===== config.mk =====
export PLATFORM = sky130hd
export DESIGN_NAME = kbd_mouse_decode
export DESIGN_NICKNAME = d
export VERILOG_FILES = /design/src/rtl/kbd_mouse_decode.sv
export SDC_FILE = /design/constraint.sdc
export NUM_CORES = 1
export LEC_CHECK = 0
export BUFFER_PORTS_ARGS = -buffer_cell sky130_fd_sc_hd__buf_2
export CORE_UTILIZATION = 45
export DETAILED_ROUTE_END_ITERATION = 10
export MAX_ROUTING_LAYER = met4
export PLACE_DENSITY = 0.71
export SYNTH_ARGS = -nofsm -noshare
export SYNTH_HDL_FRONTEND = slang
export SYNTH_SLANG_ARGS = --single-unit

===== constraint.sdc =====
create_clock -name clk_sys -period 2.95 [get_ports clk_sys]
set_clock_uncertainty 0.15 [all_clocks]
set_input_delay 0.4425 -clock clk_sys [delete_from_list [all_inputs] [get_ports clk_sys]]
set_output_delay 0.4425 -clock clk_sys [all_outputs]
set_load 0.02 [all_outputs]

===== src/rtl/kbd_mouse_decode.sv =====
// Keyboard/mouse event decoder: two mouse X/Y/wheel accumulators with a packet-phase FSM
// per mouse, a first-word-fall-through keyboard FIFO with sticky overflow, and an OSD key register.
module kbd_mouse_decode #(
  parameter int KBD_DEPTH = 8
) (
  input  logic       clk_sys,
  input  logic       reset_n,
  input  logic       kms_strobe,
  input  logic [1:0] kms_type,
  input  logic [7:0] kms_data,
  input  logic       mouse_idx,
  input  logic       kbd_rd,
  output logic [7:0] kbd_data,
  output logic       kbd_valid,
  output logic       kbd_ovf,
  input  logic       kbd_ovf_clr,
  output logic [7:0] osd_key,
  output logic       osd_strobe,
  output logic [7:0] mouse0_x,
  output logic [7:0] mouse0_y,
  output logic [7:0] mouse0_w,
  output logic [7:0] mouse1_x,
  output logic [7:0] mouse1_y,
  output logic [7:0] mouse1_w,
  output logic [3:0] dbg_phase
);

  localparam int AW = (KBD_DEPTH > 1) ? $clog2(KBD_DEPTH) : 1;
  localparam int CW = AW + 1;

  typedef enum logic [1:0] {
    PH_IDLE  = 2'd0,
    PH_Y     = 2'd1,
    PH_WHEEL = 2'd2
  } phase_t;

  phase_t     r_phase [2];
  phase_t     w_phase_nxt [2];
  logic [1:0] w_sel;
  logic [1:0] w_add_x;
  logic [1:0] w_add_y;
  logic [1:0] w_add_w;
  logic [7:0] r_mx [2];
  logic [7:0] r_my [2];
  logic [7:0] r_mw [2];

  // Phase FSM: state register
  always_ff @(posedge clk_sys or negedge reset_n) begin
    if (!reset_n) begin
      r_phase[0] <= PH_IDLE;
      r_phase[1] <= PH_IDLE;
    end else begin
      r_phase[0] <= w_phase_nxt[0];
      r_phase[1] <= w_phase_nxt[1];
    end
  end

  // Phase FSM: next state. X always restarts a packet; type 1 walks Y -> WHEEL -> IDLE.
  always_comb begin
    for (int m = 0; m < 2; m++) begin
      w_phase_nxt[m] = r_phase[m];
      if (w_sel[m]) begin
        if (kms_type == 2'd0) begin
          w_phase_nxt[m] = PH_Y;
        end else if (kms_type == 2'd1) begin
          case (r_phase[m])
            PH_Y:     w_phase_nxt[m] = PH_WHEEL;
            PH_WHEEL: w_phase_nxt[m] = PH_IDLE;
            default:  w_phase_nxt[m] = PH_IDLE;
          endcase
        end
      end
    end
  end

  // Phase FSM: outputs (counter update enables)
  always_comb begin
    for (int m = 0; m < 2; m++) begin
      w_sel[m]   = kms_strobe && (mouse_idx == 1'(m));
      w_add_x[m] = w_sel[m] && (kms_type == 2'd0);
      w_add_y[m] = w_sel[m] && (kms_type == 2'd1) && (r_phase[m] == PH_Y);
      w_add_w[m] = w_sel[m] && (kms_type == 2'd1) && (r_phase[m] == PH_WHEEL);
    end
  end

  always_ff @(posedge clk_sys or negedge reset_n) begin
    if (!reset_n) begin
      for (int m = 0; m < 2; m++) begin
        r_mx[m] <= 8'h00;
        r_my[m] <= 8'h00;
        r_mw[m] <= 8'h00;
      end
    end else begin
      for (int m = 0; m < 2; m++) begin
        if (w_add_x[m]) r_mx[m] <= r_mx[m] + kms_data;
        if (w_add_y[m]) r_my[m] <= r_my[m] + kms_data;
        if (w_add_w[m]) r_mw[m] <= r_mw[m] + kms_data;
      end
    end
  end

  assign mouse0_x  = r_mx[0];
  assign mouse0_y  = r_my[0];
  assign mouse0_w  = r_mw[0];
  assign mouse1_x  = r_mx[1];
  assign mouse1_y  = r_my[1];
  assign mouse1_w  = r_mw[1];
  assign dbg_phase = {r_phase[1], r_phase[0]};

  // Keyboard FIFO
  logic [7:0]    r_mem [KBD_DEPTH];
  logic [AW-1:0] r_wr_ptr;
  logic [AW-1:0] r_rd_ptr;
  logic [CW-1:0] r_count;
  logic          r_ovf;
  logic          w_push_req;
  logic          w_full;
  logic          w_pop;
  logic          w_push;
  logic          w_ovf_set;

  assign w_push_req = kms_strobe && (kms_type == 2'd2);
  assign w_full     = (r_count == CW'(KBD_DEPTH));
  assign w_pop      = kbd_rd && (r_count != '0);
  // A pop in the same cycle frees the slot, so a full FIFO still accepts the push.
  assign w_push     = w_push_req && (!w_full || w_pop);
  assign w_ovf_set  = w_push_req && w_full && !w_pop;

  always_ff @(posedge clk_sys) begin
    if (w_push) r_mem[r_wr_ptr] <= kms_data;
  end

  always_ff @(posedge clk_sys or negedge reset_n) begin
    if (!reset_n) begin
      r_wr_ptr <= '0;
      r_rd_ptr <= '0;
      r_count  <= '0;
      r_ovf    <= 1'b0;
    end else begin
      if (w_push) r_wr_ptr <= r_wr_ptr + AW'(1);
      if (w_pop)  r_rd_ptr <= r_rd_ptr + AW'(1);
      if (w_push && !w_pop)      r_count <= r_count + CW'(1);
      else if (w_pop && !w_push) r_count <= r_count - CW'(1);
      if (w_ovf_set)        r_ovf <= 1'b1;
      else if (kbd_ovf_clr) r_ovf <= 1'b0;
    end
  end

  assign kbd_data  = r_mem[r_rd_ptr];
  assign kbd_valid = (r_count != '0);
  assign kbd_ovf   = r_ovf;

  // OSD key
  always_ff @(posedge clk_sys or negedge reset_n) begin
    if (!reset_n) begin
      osd_key    <= 8'h00;
      osd_strobe <= 1'b0;
    end else begin
      osd_strobe <= kms_strobe && (kms_type == 2'd3);
      if (kms_strobe && (kms_type == 2'd3)) osd_key <= kms_data;
    end
  end

endmodule


# Word level (Yosys, flattened, before mapping)

Memory sizes are Yosys's and may differ from the RTL's.
Index checks and enable logic that the tools add are counted.

Flip-flop bits (word level): 72
RAM bits: 64
Output and inout port bits: 71
Word-level logic and storage cells: 75
Memories: 1

Add/subtract/negate cells: 10
Equality and inequality tests: 8
Muxes and demuxes: 12
Bitwise operators: 1
Reduce and logical (&&, ||, !) cells: 29

Memory list:

| name  | depth | width | rd ports | clocked after Yosys merged registers in | wr ports | line | RTL |
|---|---|---|---|---|---|---|---|
| r_mem | 8     | 8     | 1        | 0                                       | 1        | 111  | `logic [7:0] r_mem [KBD_DEPTH];` |

Operators with widths:

| cell                  | number |
|---|---|
| $add A8 B8 Y8         | 6 |
| $logic_and A1 B1 Y1   | 18 |
| $mux W2               | 6 |
| $eq A2 B2 Y1 const B  | 4 |
| $mux W4               | 2 |
| $add A3 B1 Y3 const B | 2 |
| $eq A2 B1 Y1 const B  | 3 |
| $reduce_bool A2 Y1    | 3 |
| $add A4 B1 Y4 const B | 1 |
| $eq A4 B4 Y1 const B  | 1 |
| $mux W1               | 4 |
| $reduce_and A2 Y1     | 2 |
| $reduce_bool A4 Y1    | 1 |
| $sub A4 B1 Y4 const B | 1 |
| $logic_not A1 Y1      | 3 |
| $logic_not A2 Y1      | 1 |
| $logic_or A1 B1 Y1    | 1 |
| $not A1 Y1            | 1 |

# Depth between registers and ports, before layout

Gate-level depths: netlist of the first run.

Depth in word-level cells: 8
Gate-level depth with buffers: 11
Gate-level depth less buffers: 11

# Worst setup path before layout of the first run

Ideal clock, no wire load.

Path kind: reg2reg
Start point: register r_count[0]
End point: register r_count[3]
Setup time: 0.125 ns
Data arrival time: 2.181 ns
Setup slack: 0.493 ns
Cell stages (with the launch flop): 12
Path buffers: 0
Period minus slack after synthesis: 2.457 ns
Path through: dfrtp_1 -> nor3_1 -> nand2b_1 -> nand2_1 -> ha_1 -> inv_1 -> ha_1 -> a21o_1 -> a21oi_1 -> xnor2_1 -> nor2_1 -> xor2_1

Longest elaborated chain between the ends: 7
Elaborated cells on any way between the ends: 15

RTL lines:

| item                                | line | RTL |
|---|---|---|
| from (decl)                         | 114  | `logic [CW-1:0] r_count;` |
| from (signal assigned)              | 142  | `if (w_push && !w_pop) r_count <= r_count + CW'(1);` |
| from (signal assigned)              | 143  | `else if (w_pop && !w_push) r_count <= r_count - CW'(1);` |
| $reduce_bool A4 Y1 (*)              | --   |  |
| net kbd_valid                       | 14   | `output logic kbd_valid,` |
| $logic_and A1 B1 Y1 (*)             | 124  | `assign w_pop = kbd_rd && (r_count != '0);` |
| $logic_or A1 B1 Y1                  | 126  | `assign w_push = w_push_req && (!w_full \|\| w_pop);` |
| $logic_and A1 B1 Y1                 | 126  |  |
| $logic_not A1 Y1                    | 143  |  |
| $logic_and A1 B1 Y1                 | 143  |  |
| $reduce_bool A2 Y1 (no source line) | --   |  |

The timed path passes the listed nets; every way through them passes the cells marked *. The select of a mux whose other input is x is not followed.
A chain may end at the register's enable or synchronous reset.

# Worst setup path after layout of the first run

Start point: register r_rd_ptr[0]
End point: output port kbd_data[0]

Longest elaborated chain between the ends: 1

RTL lines:

| item                   | line | RTL |
|---|---|---|
| from (decl)            | 113  | `logic [AW-1:0] r_rd_ptr;` |
| from (signal assigned) | 141  | `if (w_pop) r_rd_ptr <= r_rd_ptr + AW'(1);` |
| $mem_v2 Z8 W8          | --   |  |
| to (decl)              | 13   | `output logic [7:0] kbd_data,` |

Every way passes these cells.

==> results of run 1 <==
==> worst max-delay path: cells and delay by family (launching register included) <==
family | cells | cell delay, ps
mux | 2 | 860
buf+inv | 2 | 510
flops | 1 | 400
==> logic make-up after synthesis <==
group / synth area share, %
simple gates: 14.1
flops: 52.7
compound gates: 7.57
fa+ha+maj: 10.3
buf+inv: 2.34
mux: 8.93
xor+xnor: 3.97
==> stage by stage <==
step	worst slack [ps]	hold slack, ps	total power, mW	cell area (um2)
finish	159	12.4	8.05	8410
global route	61.2	73.2	8.54	8410
CTS	125	61.2	8.08	8410
detailed placement	322	306	5.94	7820
global placement	454	300	5.83	7820
floorplan	493	-3.09	5.01	7060
==> placed cells by master (no fill, tap or decap), types with 2 or more instances in the layout <==
master      netlist  layout
buf_2             3      85
dfrtp_1          72      72
edfxtp_1         64      64
nand2_1          57      57
ha_1             47      47
o21ai_0          38      38
nor2_1           31      31
inv_1            28      28
xor2_1           26      26
mux2_2           24      24
nand3_1          24      24
a21oi_1          19      19
nor3_1           18      18
clkbuf_16         0      17
buf_4             0      17
mux4_2           16      16
nor3b_1          16      16
nand2b_1         12      12
fa_1              7       7
nor2b_1           6       6
a21boi_0          6       6
or4_1             6       6
a211oi_1          6       6
o211ai_1          6       6
o31ai_1           6       6
xnor2_1           6       6
o2111ai_1         6       6
nor4b_1           5       5
nand4b_2          4       4
clkbuf_1         11       4
clkinv_4          0       3
bufinv_16         0       3
nand3b_1          2       2
and3_1            2       2
clkinvlp_4        0       2
==> final timing paths <==
| kind | endpoint | slack [ps] | cells after the start |
|---|---|---|---|
| max in group asynchronous | osd_strobe | 2000 | 1 |
| worst max register to register | r_count[3] | 260 | 11 |
| worst min-delay path | mouse1_y[7] | 10 | 1 |
| worst min register to register | mouse0_y[7] | 310 | 1 |
| min in group clk_sys | kbd_ovf | 60 | 2 |
| worst max-delay path | kbd_data[0] | 160 | 4 |
==> power breakdown <==
| group | total, mW | switching [mW] | internal, mW |
|---|---|---|---|
| clock network | 2.11 | 0.783 | 1.33 |
| logic | 3.13 | 1.78 | 1.36 |
| registers | 2.80 | 0.419 | 2.38 |
| total | 8.05 | 2.98 | 5.07 |
==> Yosys cell counts, drive strengths merged, types with 7 or more instances <==
library cell	n
dfrtp	72
edfxtp	64
nand2	57
ha	47
o21ai	38
nor2	31
inv	28
xor2	26
mux2	24
nand3	24
a21oi	19
nor3	18
nor3b	18
mux4	16
nand2b	12
clkbuf	11
fa	7
==> registers in the layout, indices dropped and copies added (netlist names), 4 cells and up <==
register and flops:
mouse1_x 8, mouse1_w 8, mouse1_y 8, r_mem 64, mouse0_y 8, dbg_phase 4, r_count 4, osd_key 8
mouse0_x 8, mouse0_w 8
==> final cells by class <==
class | instances | area [um2] | share of cell area, %
clock buffers | 21 | 440 | 5.24
inverters | 28 | 105 | 1.25
repair buffers | 102 | 553 | 6.58
clock inverters | 11 | 149 | 1.77
flip-flops and latches | 136 | 3720 | 44.3
diodes | 1 | 2.50 | 0.0298
well taps | 211 | 264 | 3.14
multi-input cells | 402 | 3170 | 37.7
==> layer usage <==
| layer | vias to the layer above | GRT usage (%) | part of all wire (%) |
|---|---|---|---|
| li1 | 2350 | - | - |
| met1 | 2464 | 26.4 | 45 |
| met2 | 114 | 35.4 | 48 |
| met3 | 14 | 5.78 | 4.8 |
| met4 | 0 | 5.46 | 1.4 |
| met5 | - | - | 0 |
==> reports/metrics.yaml, run 1 <==
ys.warnings.count: 0
grt_max_degree: 73
root_buffer: "clkbuf_16"
clk_pin_slew_ps: 60
syn_inst: 581
ys_async_sr_fraction_pct: 52.9
post-cts-setup-buffers: 0
dr.pass1.iters: 4
row_count: 45
fin_setup_tns_ps: 0
period_minus_slack_ps: 2790
cts_buffers: 17
overflow: 0
drcViolationCount: 0
crit_required_ps: 2360
drive_gt1_share_pct: 25.1
vias: 4942
ys_types: 37
rsz0062_at_grt: "false"
synth_area_leaders: "edfxtp_1 27%, dfrtp_1 26%, ha_1 8.3%"
slew_violations: 0
yosysSeqAreaShare_pct: 52.7
antenna_left: 0
place_inst: 879
finalCritPeriodShare_pct: 94.6
cts_tree: "done"
die_h_um: 127
status: "finished, final reports clean"
ioPinCount: 87
crit_start: "r_rd_ptr[0]"
synth_top_area_share_pct: 27.2
power_leakage_nw: 3.64
grt_pass1_vias: 4934
insertion_delay_ps: 420
drt-initial-drc-count: 249
worstSetupPathType: "register to primary output"
avgViaCountPerCell: 5.42
dieWidth_um: 127
endpoint_kind: "primary output"
coreArea_um2: 15300
crit_chain: "buf_4, mux4_2, mux2_2, buf_2"
ir_worst_vdd_uv: 543
fin_cells: 912
nNetsFinal: 757
synth_fp_nets: 651
cts_sinks: 136
setup_viol: 0
start_util_pct: 46.3
cts_hold_buf: 0
max_slew.worst_pin.slew_ps: 959
postCtsResizedCells: 0
portBuffers: 86
syn-cell-area_um2: 7060
dp.final_hpwl_um: 10900
synth_top_flop_cell: "dfrtp_1"
critPathMaxFanout: 16
crit_slowest_cell: "mux4_2"
grt.total_usage_pct: 21.5
wirelength_um: 16000
antenna_found_initial: 0
syn_to_final_growth_pct: 19.1
routedWlPerCell_um: 17.5
yosysTopAreaCell: "edfxtp_1"
ys_ff_latch: 136
power_density_nw_per_um2: 957
h-tree-depth: 4
clockBufferDepth: 2
r2r-start: "r_count[0]"
final_util_pct: 55.1
start_kind: "register"
hold_viol_final: 0
crit_arrival_ps: 2200
gp_congestion: 0.842
grt_pass1_wl_um: 25500
max_freq_mhz: 358
synth_edf_count: 64
die_area_um2: 16200
max-slew-margin-rel_pct: 36.1
hold_path.class: "primary input to asynchronous set/reset pin"
slowest_delay_ps: 560
fillers: 1259
maxCapViolations: 0
avgSynthCellArea_um2: 12.2
Note: power is estimated with default switching activity, not from simulation.
==> inputs of run 2 (changes only) <==
REMOVE_ABC_BUFFERS = 1   (was unset)
==> run 2 against run 1 <==
Net effect:
- non-clock buffer count unchanged
- global-route usage up 0.058 points
- die area unchanged
- critical path type unchanged
- largest power group unchanged
==> reports/metrics.yaml, run 2 (synthesis gave the netlist of run 1 again) <==
crit_arrival_ps: 2190
overflow: 0
avgViaCountPerCell: 5.35
holdWs_ps: 7.12
setup_viol: 0
h-tree-depth: 4
grt_pass1_wl_um: 25400
rrSetupSlack_ps: 360
ioPinCount: 87
slowest_delay_ps: 890
start_util_pct: 46.3
syn_to_final_growth_pct: 19.5
clockBufferDepth: 2
max_freq_mhz: 360
clk_pin_slew_ps: 60
cts_hold_buf: 0
power_leakage_nw: 3.66
wirelength_um: 15700
hold_viol_final: 0
regMostFlops: "r_mem"
path_delay_family: "flip-flops"
vias: 4876
final_cell_mix: "85 x buf_2, 72 x dfrtp_1, 64 x edfxtp_1"
critPathMaxFanout: 18
rsz0062_at_grt: "false"
row_count: 45
grt_pass1_vias: 4990
die_area_um2: 16200
drcViolationCount: 0
nNetsFinal: 757
crit_chain: "mux4_2, mux2_2, buf_2"
antenna_found_initial: 2
cts_tree: "done"
routedWlPerCell_um: 17.2
post-cts-setup-buffers: 0
slew_violations: 0
max-slew-margin-rel_pct: 37.5
period_minus_slack_ps: 2780
power_mw: 8.11
postCtsResizedCells: 0
fin_setup_tns_ps: 0
status: "finished, final reports clean"
ir_worst_vdd_uv: 699
die_h_um: 127
drive_gt1_share_pct: 25.8
final_common_cell: "buf_2"
maxCapViolations: 0
power_density_nw_per_um2: 962
insertion_delay_ps: 420
final_util_pct: 55.3
dp.final_hpwl_um: 10700
crit_slowest_cell: "dfrtp_1"
hold_path.class: "primary input to asynchronous set/reset pin"
stdcell_area_um2: 8440
grt.total_usage_pct: 21.6
dieWidth_um: 127
drt-initial-drc-count: 257
root_buffer: "clkbuf_16"
largest_register_ffs: 64
dr.pass1.iters: 4
coreArea_um2: 15300
worstSetupPathType: "register to primary output"
crit_required_ps: 2360
antenna_left: 0
max_slew.worst_pin.slew_ps: 938
endpoint_kind: "primary output"
start_kind: "register"
placed_area_um2: 7820
cts_buffers: 17
finalCritPeriodShare_pct: 94.2
grt_max_degree: 73
gp_congestion: 0.866
cts_sinks: 136
portBuffers: 86
crit_buf_inv: 1
-- run 2: cell types whose count changed in the layout (fill, tap and decap cells not counted), sizes merged --
cell,previous run,this run
inv,29,34
clkbuf,21,17
clkinv,5,4
clkinvlp,2,1
diode,1,2
-- run 2: cell type report --
cell class                      instances  area [um2]
Antenna cell                            2        5.00
Clock buffer                           17         425
Clock inverter                         14         188
Fill cell                            1263        6820
Inverter                               28         105
Multi-Input combinational cell        402        3170
Sequential cell                       136        3720
Tap cell                              211         264
Timing Repair Buffer                  102         553
-- run 2: worst reg2reg max path: stages, from the launching register on --
cell	delay [ps]
dfrtp_1	440
nor3_1	260
nand3b_1	150
nor3b_2	190
ha_1	230
inv_1	130
ha_1	250
a21o_1	170
a21oi_1	170
xnor2_1	140
nor2_1	70
xor2_1	140
-- run 2: per-stage QoR --
step           instances  worst slack [ps]
2_1_floorplan        566               493
3_3_place_gp         879               442
3_5_place_dp         879               363
4_1_cts              910               145
5_1_grt              912              78.3
6_report             912               172
-- run 2: power breakdown --
group	leakage (nW)	total [mW]	internal [mW]	switching (mW)
clock network	0.297	2.21	1.35	0.863
logic	1.87	3.11	1.35	1.75
registers	1.49	2.80	2.38	0.415
-- run 2: worst paths after layout --
path                             start          end  depth (start not counted)
min                            reset_n  mouse0_w[7]                          1
max                        r_rd_ptr[1]  kbd_data[0]                          3
max reg2reg                 r_count[0]   r_count[3]                         11
min reg2reg                mouse1_w[7]  mouse1_w[7]                          1
min in group clk_sys       kbd_ovf_clr      kbd_ovf                          2
max in group asynchronous      reset_n  mouse1_y[2]                          1
-- run 2: routing by layer --
layer	wire length, um	share of wire [%]	track usage (%)	vias to the layer above
li1	-	-	-	2360
met1	6860	44	25.4	2406
met2	7770	49	35.3	98
met3	886	5.6	6.62	12
met4	188	1.2	7.14	0
met5	0	0	-	-
